==> config.mk <==
export PLATFORM = sky130hd
export DESIGN_NAME = counter
export DESIGN_NICKNAME = d
export VERILOG_FILES = /design/src/rtl/counter_pkg.sv /design/src/rtl/counter.sv
export SDC_FILE = /design/constraint.sdc
export NUM_CORES = 1
export LEC_CHECK = 0
export BUFFER_PORTS_ARGS = -buffer_cell sky130_fd_sc_hd__buf_2
export CAP_MARGIN = 20
export CORE_AREA = 2 2 39 41
export CTS_CLUSTER_DIAMETER = 150
export DETAILED_ROUTE_END_ITERATION = 6
export DIE_AREA = 0 0 41 43
export PLACE_DENSITY = 0.3
export SLEW_MARGIN = 20
export SYNTH_ARGS = -nofsm -noshare
export SYNTH_HDL_FRONTEND = slang
export SYNTH_SLANG_ARGS = --single-unit
==> constraint.sdc <==
create_clock -name clk -period 1.2 [get_ports clk]
set_clock_uncertainty 0.05 [all_clocks]
set_input_delay 0.12 -clock clk [delete_from_list [all_inputs] [get_ports clk]]
set_output_delay 0.12 -clock clk [all_outputs]
set_load 0.03 [all_outputs]
==> src/rtl/counter_pkg.sv <==
// Shared constants for the up/down counter slice.
// Only the default counter width lives here.
package counter_pkg;

  localparam int COUNTER_WIDTH = 4;

endpackage

==> src/rtl/counter.sv <==
// Free-running up/down counter with synchronous active-high reset.
// Steps by one every clock in the direction given by `up`, wrapping modulo 2^WIDTH.
module counter
  import counter_pkg::*;
#(
  parameter int WIDTH = COUNTER_WIDTH
) (
  input  logic             clk,
  input  logic             rst,
  input  logic             up,
  output logic [WIDTH-1:0] dout
);

  logic [WIDTH-1:0] count_q;
  logic [WIDTH-1:0] count_d;

  // Carry/borrow out of the top bit is dropped, which gives the wrap for free.
  always_comb begin
    count_d = count_q;
    if (up) begin
      count_d = count_q + WIDTH'(1);
    end else begin
      count_d = count_q - WIDTH'(1);
    end
  end

  always_ff @(posedge clk) begin
    if (rst) begin
      count_q <= '0;
    end else begin
      count_q <= count_d;
    end
  end

  assign dout = count_q;

endmodule

# Yosys cells after proc, flatten, opt, wreduce, memory -nomap -nowiden
# Cells that the tools add are included.
word_totals:
  regBits: 4
  in_bits: 3
  out_inout_bits: 4
classes:
  n_addsub: 2
  mux: 1
ops:
  columns: ["op", "count"]
  rows:
  - ["adder 4 x 1 -> 4 bit, second input constant", 1]
  - ["two-way mux 4 bit", 1]
  - ["subtractor 4 x 1 -> 4 bit, second input constant", 1]

# Depth between registers and ports, before layout
# Gate-level depths: netlist of run 1.
depth:
  word_depth: 2
  depth_mapped: 5
  depth_no_buf: 5

# Worst setup path before layout of run 1
# OpenSTA, ideal clock, no wires.
synth_timing:
  path_type: "flip-flop to flip-flop"
  start: "register count_q[2], in the netlist dout[2]"
  end: "register count_q[3], in the netlist dout[3]"
  setup_time_ns: 0.114
  arrival_time_ns: 1.166
  required_ns: 1.036
  path_slack_ns: -0.130
  stages_incl_launch_ff: 5
  synth_period_minus_slack_ns: 1.330
  cell_sequence: "dfxtp_1 > ha_1 > a21oi_1 > a21o_1 > a21oi_2"
synth_via:
  elab_chain_len: 2
  word_cells_on_any_way: 3
  classes_between: "2 x add/sub; 1 x mux"
synth_rtl:
  columns: ["element", "line", "source"]
  rows:
  - ["from (decl)", "counter.sv:14", "logic [WIDTH-1:0] count_q;"]
  - ["from (signal assigned)", "counter.sv:31", "count_q <= count_d;"]
  - ["subtractor 4 x 1 -> 4 bit / adder 4 x 1 -> 4 bit (equally long branches)", "counter.sv:23, counter.sv:21", null]
  - ["two-way mux 4 bit (*)", "counter.sv:20", "if (up) begin"]
# Every way passes the cells marked *; elsewhere a longest branch is shown, timed or not.
# A chain may end at the register's enable or synchronous reset.

# Worst setup path in the final report of run 1
layout_timing:
  start: "register count_q[0], in the netlist dout[0]"
  end: "register count_q[2], in the netlist dout[2]"
# The elaborated chain is that of the path after synthesis.

==> impl_metrics.ini, run 1 <==
[status]
status = completed

[worst_setup_path]
cp_data_required_time_ns = 1.28
worst_ep_arrival_time_ns = 1.17
cp-end-kind = flip-flop
path_class = reg2reg
cpPeakStageDelay_ns = 0.40
critPathSlowestCell = fa_1
start_kind = flip-flop
crit_fanout = 4
reg2regPathDepth = 3
path_cells = fa_1 -> xnor2_1 -> nor2_1

[timing]
worstMarginPinSlew_ns = 0.173
fmax_ghz = 0.917
min_period_over_period = 0.909
slew_violations = 0
grt_setup_unrepaired = false
worst_slack_ns = 0.109
hold_violations = 0
layout_min_cycle_time_ns = 1.09
setup_violations = 0
slew_headroom = 0.884

[clocking]
h-tree-depth = 1
cts.sinks = 4
path_clk_slew_ns = 0.04
worstSkewPairLatency_ns = 0.24
clockBufferDepth = 2
clockRootBuffer = clkbuf_4
numCtsBuffers = 3
tritoncts = built

[yosys]
synthCells = 18
postSynthAreaPerCell_sq_um = 10.6
yosysTopAreaCellShare = 0.418
synth_area_leaders = dfxtp_1, ha_1, fa_1
ys_seq_elements = 4
yosysSeqAreaShare = 0.418
synth_top_cell_by_area = dfxtp_1
netlist_area_sq_um = 191
yosysUniqueCellTypes = 11
syn-num-nets = 24
ys.warnings.count = 0

[final_layout]
stdcell_area_sq_um = 292
fin_nets = 36
area_delta_synth_final_pct = 52.3
fin_cells = 44
drive_gt1_frac = 0.571
multi_input_area_sq_um = 124
regArea_sq_um = 83.8
largest_register_ffs = 4
fillers = 157
diodes = 0

[route]
drt_iter0_markers = 0
wl_per_cell_um = 8.57
firstDrtPassIters = 1
drc_errors = 0
ant_nets = 0
vias_per_cell = 3.70
vias = 163
totalWireLength_um = 377

[grt]
grt_pass1_wl_um = 503
grt_max_degree = 5
antenna_found_initial = 0
overflow = 0
grt_pass1_vias = 130
track_usage = 0.0504

[pwr]
p_leak_nw = 0.129
power.density_mw_per_mm2 = 1920
netSwitchingPower_w = 0.000199
p_seq_frac = 0.328
p_int_w = 0.000360
fin_total_pwr_w = 0.000559
clkPwrFrac = 0.324
p_sw_frac = 0.356
ir_worst_vdd_mv = 0.500
pwr-share-comb = 0.348

[run]
drv_cap = 0

[placed_design]
dpl-instance-area_sq_um = 253
place_ws_ns = -0.0140
io_buffer_count = 6
dp_cells = 41
routabilityCongestion = 0.708

[floorplanning]
die_h_um = 43
die_area_sq_mm = 0.00176
start_util = 0.138
core-area_sq_mm = 0.00138
die_w_um = 41
num_io_pins = 7
num_rows = 14

[hold_path]
min_path_cells = 2
hold_class = in2reg
## power groups by stage
| stage | Sequential [W] | Clock (W) | Combinational [W] |
|---|---|---|---|
| after floorplan | 0.000232 | 0 | 0.0000843 |
| after global placement | 0.000182 | 0 | 0.000178 |
| after detailed placement | 0.000183 | 0 | 0.000179 |
| after CTS | 0.000181 | 0.000179 | 0.000187 |
| after global routing | 0.000187 | 0.000185 | 0.000214 |
| final | 0.000184 | 0.000181 | 0.000195 |
## Yosys cell counts
library cell,number
nor2_1,2
fa_1,1
nand3_1,2
a21oi_1,1
dfxtp_1,4
nor2b_1,1
xnor2_1,2
inv_1,1
a21o_1,1
ha_1,2
a21oi_2,1
## worst max-delay path: cells and delay by family (launching register included)
kind	cells	cell delay, ns
xor gates and xnor gates	1	0.15
adders and majority gates	1	0.40
DFF	1	0.33
and+or+nand+nor	1	0.05
## path summary, 6_finish.rpt
path | startpoint | endpoint | slack [ns]
min | rst | dout[0]$_SDFF_PP0_ | 0.04
min reg2reg | dout[0]$_SDFF_PP0_ | dout[0]$_SDFF_PP0_ | 0.39
max reg2reg | dout[0]$_SDFF_PP0_ | dout[2]$_SDFF_PP0_ | 0.11
max | dout[0]$_SDFF_PP0_ | dout[2]$_SDFF_PP0_ | 0.11
## cell usage in the layout (no fill, tap or decap)
cell / netlist / layout
a21o_1: 1 / 1
a21oi_2: 1 / 2
buf_2: 0 / 6
buf_4: 0 / 1
clkbuf_4: 0 / 3
dfxtp_1: 4 / 1
dfxtp_2: 0 / 3
fa_1: 1 / 1
ha_1: 2 / 1
ha_4: 0 / 1
inv_1: 1 / 1
nand3_1: 2 / 2
nor2_1: 2 / 2
nor2b_1: 1 / 1
xnor2_1: 2 / 2
## metrics by stage
step                      hold WS [ns]  TNS (ns)   util
after floorplan                  0.129   -0.0105      -
after global placement           0.295  -0.00885  0.183
after detailed placement         0.302   -0.0140  0.183
after CTS                       0.0557         0  0.202
after global routing            0.0633         0  0.211
final                           0.0425         0  0.211
## per-layer routing
layer	wire length, um	vias to the layer above	track usage
met2	154	7	0.0531
met5	0	-	0
met3	31	2	0.0314
met1	175	74	0.0584
met4	15	0	0.0600
li1	-	80	-
## cell type report
| type | instances | share of cell area |
|---|---|---|
| Inverter | 1 | 0.0129 |
| Tap cell | 16 | 0.0687 |
| Clock buffer | 3 | 0.0773 |
| Multi-Input combinational cell | 13 | 0.425 |
| Timing Repair Buffer | 7 | 0.129 |
| Sequential cell | 4 | 0.288 |
## cell families after synthesis
logic type	share of synthesized area
flops	0.418
xor+xnor	0.0915
simple gates	0.124
buf+inv	0.0196
compound gates	0.111
fa+ha+maj	0.235
## what timing repair did
| item | CTS | global route |
|---|---|---|
| endpoints found under the hold margin | 0 | 0 |
| pin swaps | 0 | 1 |
| setup buffers | 0 | 0 |
| endpoints found under the setup margin | 1 | 1 |
| hold buffers | 0 | 0 |
| gates resized for setup | 1 | 1 |
Power figures use the tool's default switching activity.
==> run 2: changes to the inputs <==
- BUFFER_PORTS_ARGS: -buffer_cell sky130_fd_sc_hd__buf_2 -> -buffer_cell sky130_fd_sc_hd__buf_4
==> run 2 against run 1 <==
  * Worst hold slack got worse by 0.024 ns
  * Non-clock buffer count unchanged
  * Maximum frequency shrank 0.59%
  * Clock power down 5%
  * Routed wire length rose by 1.6%
  * Utilization increased by 1.1 points
  * Clock-buffer cell count stayed put
  * Register-to-register slack about the same
  * Final area increased by 5.2%
  * Power is 1.5% higher
  * Critical endpoint is now dout[3]$_SDFF_PP0_
==> impl_metrics.ini, run 2 (synthesis results as in run 1) <==
[placed_design]
io_buffer_count = 6
dpl-instance-area_sq_um = 268
routabilityCongestion = 0.732

[final_layout]
fillers = 148
area_delta_synth_final_pct = 60.1
fin_nets = 36
mostFrequentLayoutCells = buf_4, clkbuf_4, dfxtp_2
stdcell_area_sq_um = 307
final_common_cell = buf_4
drive_gt1_frac = 0.571
largest_register_ffs = 4
diodes = 0
final_core_util = 0.222

[timing]
slew_headroom = 0.873
slew_violations = 0
worstMarginPinSlew_ns = 0.190
min_period_over_period = 0.914
layout_min_cycle_time_ns = 1.10
setup_violations = 0
grt_setup_unrepaired = false
hold_violations = 0
fmax_ghz = 0.911

[worst_setup_path]
critPathSlowestCell = dfxtp_2
r2r_end = dout[3]$_SDFF_PP0_
r2r_slack_ns = 0.10
crit_fanout = 3
cpPeakStageDelay_ns = 0.33
cp_data_required_time_ns = 1.32
cp-end-kind = flip-flop
path_class = reg2reg
r2r_start = dout[2]$_SDFF_PP0_
path_depth = 4
crit_end = dout[3]$_SDFF_PP0_
worst_ep_arrival_time_ns = 1.22
start_kind = flip-flop
path_buf_inv = 0
critPathLaunch = dout[2]$_SDFF_PP0_
reg2regPathDepth = 4
path_cells = ha_4 -> nand3_1 -> a21o_1 -> a21oi_2
cpLargestDelayFamily = flip-flops

[clocking]
tritoncts = built
clockBufferDepth = 2
h-tree-depth = 1
cts_setup_buffers = 0
worstSkewPairLatency_ns = 0.24
cts_hold_buf = 0
cts.sinks = 4
clockRootBuffer = clkbuf_4
path_clk_slew_ns = 0.04
numCtsBuffers = 3

[route]
firstDrtPassIters = 1
ant_nets = 0
drc_errors = 0
totalWireLength_um = 383
wl_per_cell_um = 8.70
vias = 156
drt_iter0_markers = 0
vias_per_cell = 3.55

[grt]
antenna_found_initial = 0
grt_pass1_vias = 147
grt_pass1_wl_um = 600
overflow = 0
grt_max_degree = 5
track_usage = 0.0585

[run]
drv_cap = 0

[floorplanning]
start_util = 0.138
die_w_um = 41
num_rows = 14
core-area_sq_mm = 0.00138
num_io_pins = 7
die_area_sq_mm = 0.00176
die_h_um = 43

[pwr]
power.density_mw_per_mm2 = 1850
p_leak_nw = 0.133
ir_worst_vdd_mv = 0.518

[hold_path]
hold_class = in2reg

[status]
status = completed
==> run 2: cell counts in the layout (fill, tap and decap cells not counted) <==
No cell type changed its count.
==> run 2: routing by layer <==
layer | global-route usage | up-vias | wire length [um]
met5 | 0 | - | 0
met4 | 0.0800 | 0 | 5
met3 | 0.0314 | 2 | 26
met2 | 0.0625 | 6 | 186
met1 | 0.0651 | 67 | 164
li1 | - | 81 | -
==> run 2: area by class of cell <==
| class | count | area [sq um] | area share |
|---|---|---|---|
| Tap cell | 16 | 20.0 | 0.0653 |
| Multi-Input combinational cell | 13 | 124 | 0.404 |
| Timing Repair Buffer | 7 | 52.6 | 0.171 |
| Sequential cell | 4 | 83.8 | 0.273 |
| Clock buffer | 3 | 22.5 | 0.0735 |
| Inverter | 1 | 3.75 | 0.0122 |
==> run 2: repair_timing <==
action                                 4_1_cts  5_1_grt
setup endpoints to repair                    1        1
resized for setup                            1        1
endpoints found under the hold margin        0        0
gates cloned                                 0        0
==> run 2: metrics by stage <==
step / hold WS (ns) / cells / TNS, ns / worst slack (ns) / total power (W)
after detailed placement: 0.263 / 41 / -0.0180 / -0.0180 / 0.000380
after CTS: 0.00926 / 44 / 0 / 0.0276 / 0.000566
final: 0.0182 / 44 / 0 / 0.103 / 0.000568
after global placement: 0.265 / 41 / -0.0144 / -0.0144 / 0.000378
after global routing: 0.0167 / 44 / 0 / 0.0397 / 0.000608
after floorplan: 0.129 / 18 / -0.0105 / -0.0105 / 0.000316
==> run 2: worst min-delay path by stage <==
stage	from	slack (ns)	to	depth (start not counted)
2_1_floorplan	rst	0.13	dout[0]$_SDFF_PP0_	1
3_3_place_gp	rst	0.26	dout[0]$_SDFF_PP0_	2
3_5_place_dp	rst	0.26	dout[0]$_SDFF_PP0_	2
4_1_cts	rst	0.009	dout[0]$_SDFF_PP0_	2
5_1_grt	rst	0.02	dout[0]$_SDFF_PP0_	2
6_report	rst	0.02	dout[0]$_SDFF_PP0_	2
==> run 2: report_power, final <==
| group | switching (W) | internal (W) |
|---|---|---|
| clock | 0.0000601 | 0.000112 |
| sequential | 0.0000217 | 0.000163 |
| combinational | 0.000111 | 0.0000997 |
| total | 0.000193 | 0.000375 |
==> run 3: changes to the inputs <==
--- a/constraint.sdc
+++ b/constraint.sdc
@@ -4,2 +4,2 @@
 set_output_delay 0.12 -clock clk [all_outputs]
-set_load 0.03 [all_outputs]
+set_load 0.01 [all_outputs]
==> run 3 against run 2 <==
  * Die area unchanged
  * Largest power group unchanged
  * Final area increased by 3.7%
  * Largest cell class unchanged
  * Worst hold slack improved by 0.0062 ns
  * Maximum frequency decreased by 1.6%
  * Flip-flop and latch count unchanged
  * Combinational power decreased by 11%
  * Clock power decreased by 3%
  * Clock-buffer cell count unchanged
  * Final cell count increased by 4.5%
  * First-iteration DRC count increased by 5
  * Sequential power about the same
  * Register-to-register slack got worse by 0.02 ns
==> impl_metrics.ini, run 3 (synthesis results as in run 1) <==
[clocking]
clockBufferDepth = 2
clockRootBuffer = clkbuf_4
worstSkewPairLatency_ns = 0.23
cts_hold_buf = 0
h-tree-depth = 1
cts.sinks = 4
tritoncts = built
path_clk_slew_ns = 0.04
numCtsBuffers = 3

[timing]
setup_violations = 0
hold_violations = 0
worstMarginPinSlew_ns = 0.190
slew_headroom = 0.874
slew_violations = 0
layout_min_cycle_time_ns = 1.11
grt_setup_unrepaired = false
fmax_ghz = 0.897
min_period_over_period = 0.929
holdWs_ns = 0.0244
worst_slack_ns = 0.0851

[grt]
grt_pass1_wl_um = 662
grt_pass1_vias = 165
grt_max_degree = 5
track_usage = 0.0653
antenna_found_initial = 0
overflow = 0

[worst_setup_path]
r2r_start = dout[1]$_SDFF_PP0_
start_kind = flip-flop
cpPeakStageDelay_ns = 0.33
reg2regPathDepth = 4
worst_ep_arrival_time_ns = 1.23
critPathSlowestCell = dfxtp_1
cp_data_required_time_ns = 1.32
path_class = reg2reg
r2r_end = dout[3]$_SDFF_PP0_
crit_fanout = 3
critPathLaunch = dout[1]$_SDFF_PP0_
r2r_slack_ns = 0.09
path_cells = ha_1 -> nand3_1 -> a21o_1 -> a21oi_2
cp-end-kind = flip-flop

[placed_design]
routabilityCongestion = 0.665
place_ws_ns = 0.0120
io_buffer_count = 6
dp_hpwl_um = 315

[pwr]
power.density_mw_per_mm2 = 1690
p_leak_nw = 0.142
fin_total_pwr_w = 0.000538
ir_worst_vdd_mv = 0.408

[floorplanning]
die_area_sq_mm = 0.00176
die_w_um = 41
core-area_sq_mm = 0.00138
num_io_pins = 7
start_util = 0.138
die_h_um = 43
num_rows = 14

[route]
drt_iter0_markers = 5
drc_errors = 0
met2_length_um = 187
wl_met1_um = 161
wl_per_cell_um = 8.83
vias_per_cell = 3.72
route.top_layer_used = met3
firstDrtPassIters = 4
ant_nets = 0
dr_wl_met3_um = 58
totalWireLength_um = 406
vias = 171

[run]
drv_cap = 0

[hold_path]
hold_start = rst
min_path_cells = 2
holdPathEnd = dout[3]$_SDFF_PP0_
hold_class = in2reg

[final_layout]
drive_gt1_frac = 0.500
area_delta_synth_final_pct = 66.0
fin_nets = 38
largest_register_ffs = 4
final_common_cell = buf_4
mostFrequentLayoutCells = buf_4, dfxtp_1, clkbuf_4
diodes = 0

[status]
status = completed
[run 3: changes by cell type in the layout (fill, tap and decap cells not counted), sizes merged]
cell  delta
buf      +2
[run 3: metal layers]
metal | vias to the layer above | track usage
met3 | 0 | 0.0942
met1 | 78 | 0.0710
met2 | 8 | 0.0688
li1 | 85 | -
met4 | 0 | 0.0200
met5 | - | 0
[run 3: cell type report]
type | count | area [sq um]
clock buffers | 3 | 22.5
repair buffers | 9 | 67.6
well taps | 16 | 20.0
multi-input cells | 13 | 124
inverters | 1 | 3.75
fillers | 156 | 1070
flip-flops and latches | 4 | 80.1
[run 3: how the worst max path moves through the flow]
stage / slack, ns / cells past startpoint / end
floorplan: 0.04 / 4 / dout[3]$_SDFF_PP0_
global placement: -0.007 / 6 / dout[3]$_SDFF_PP0_
detailed placement: 0.01 / 6 / dout[3]$_SDFF_PP0_
CTS: 0.01 / 4 / dout[3]$_SDFF_PP0_
global route: 0.005 / 4 / dout[3]$_SDFF_PP0_
finish: 0.09 / 4 / dout[3]$_SDFF_PP0_
[run 3: stage by stage]
step	area (sq um)	utilization	TNS, ns	cells
after CTS	302	0.218	0	46
final	318	0.230	0	46
after detailed placement	279	0.202	0	43
after global placement	279	0.202	-0.00676	43
after floorplan	191	-	0	18
after global routing	318	0.230	0	46
[run 3: critical path, delay by kind of cell, from the launching register on]
| kind | cells | cell delay [ns] |
|---|---|---|
| DFF | 1 | 0.33 |
| adders and majority gates | 1 | 0.29 |
| AOI/OAI and AO/OA | 2 | 0.28 |
| and+or+nand+nor | 1 | 0.10 |
[run 3: what timing repair did]
item,in CTS,in global routing
setup endpoints to repair,0,1
gates resized for setup,0,2
setup buffers,0,0
[run 3: where the power goes]
| group | internal (W) | switching [W] | leakage (nW) |
|---|---|---|---|
| logic | 0.000111 | 0.0000774 | 0.0946 |
| registers | 0.000159 | 0.0000234 | 0.0334 |
| clock network | 0.000112 | 0.0000551 | 0.0138 |
| total | 0.000382 | 0.000156 | 0.142 |
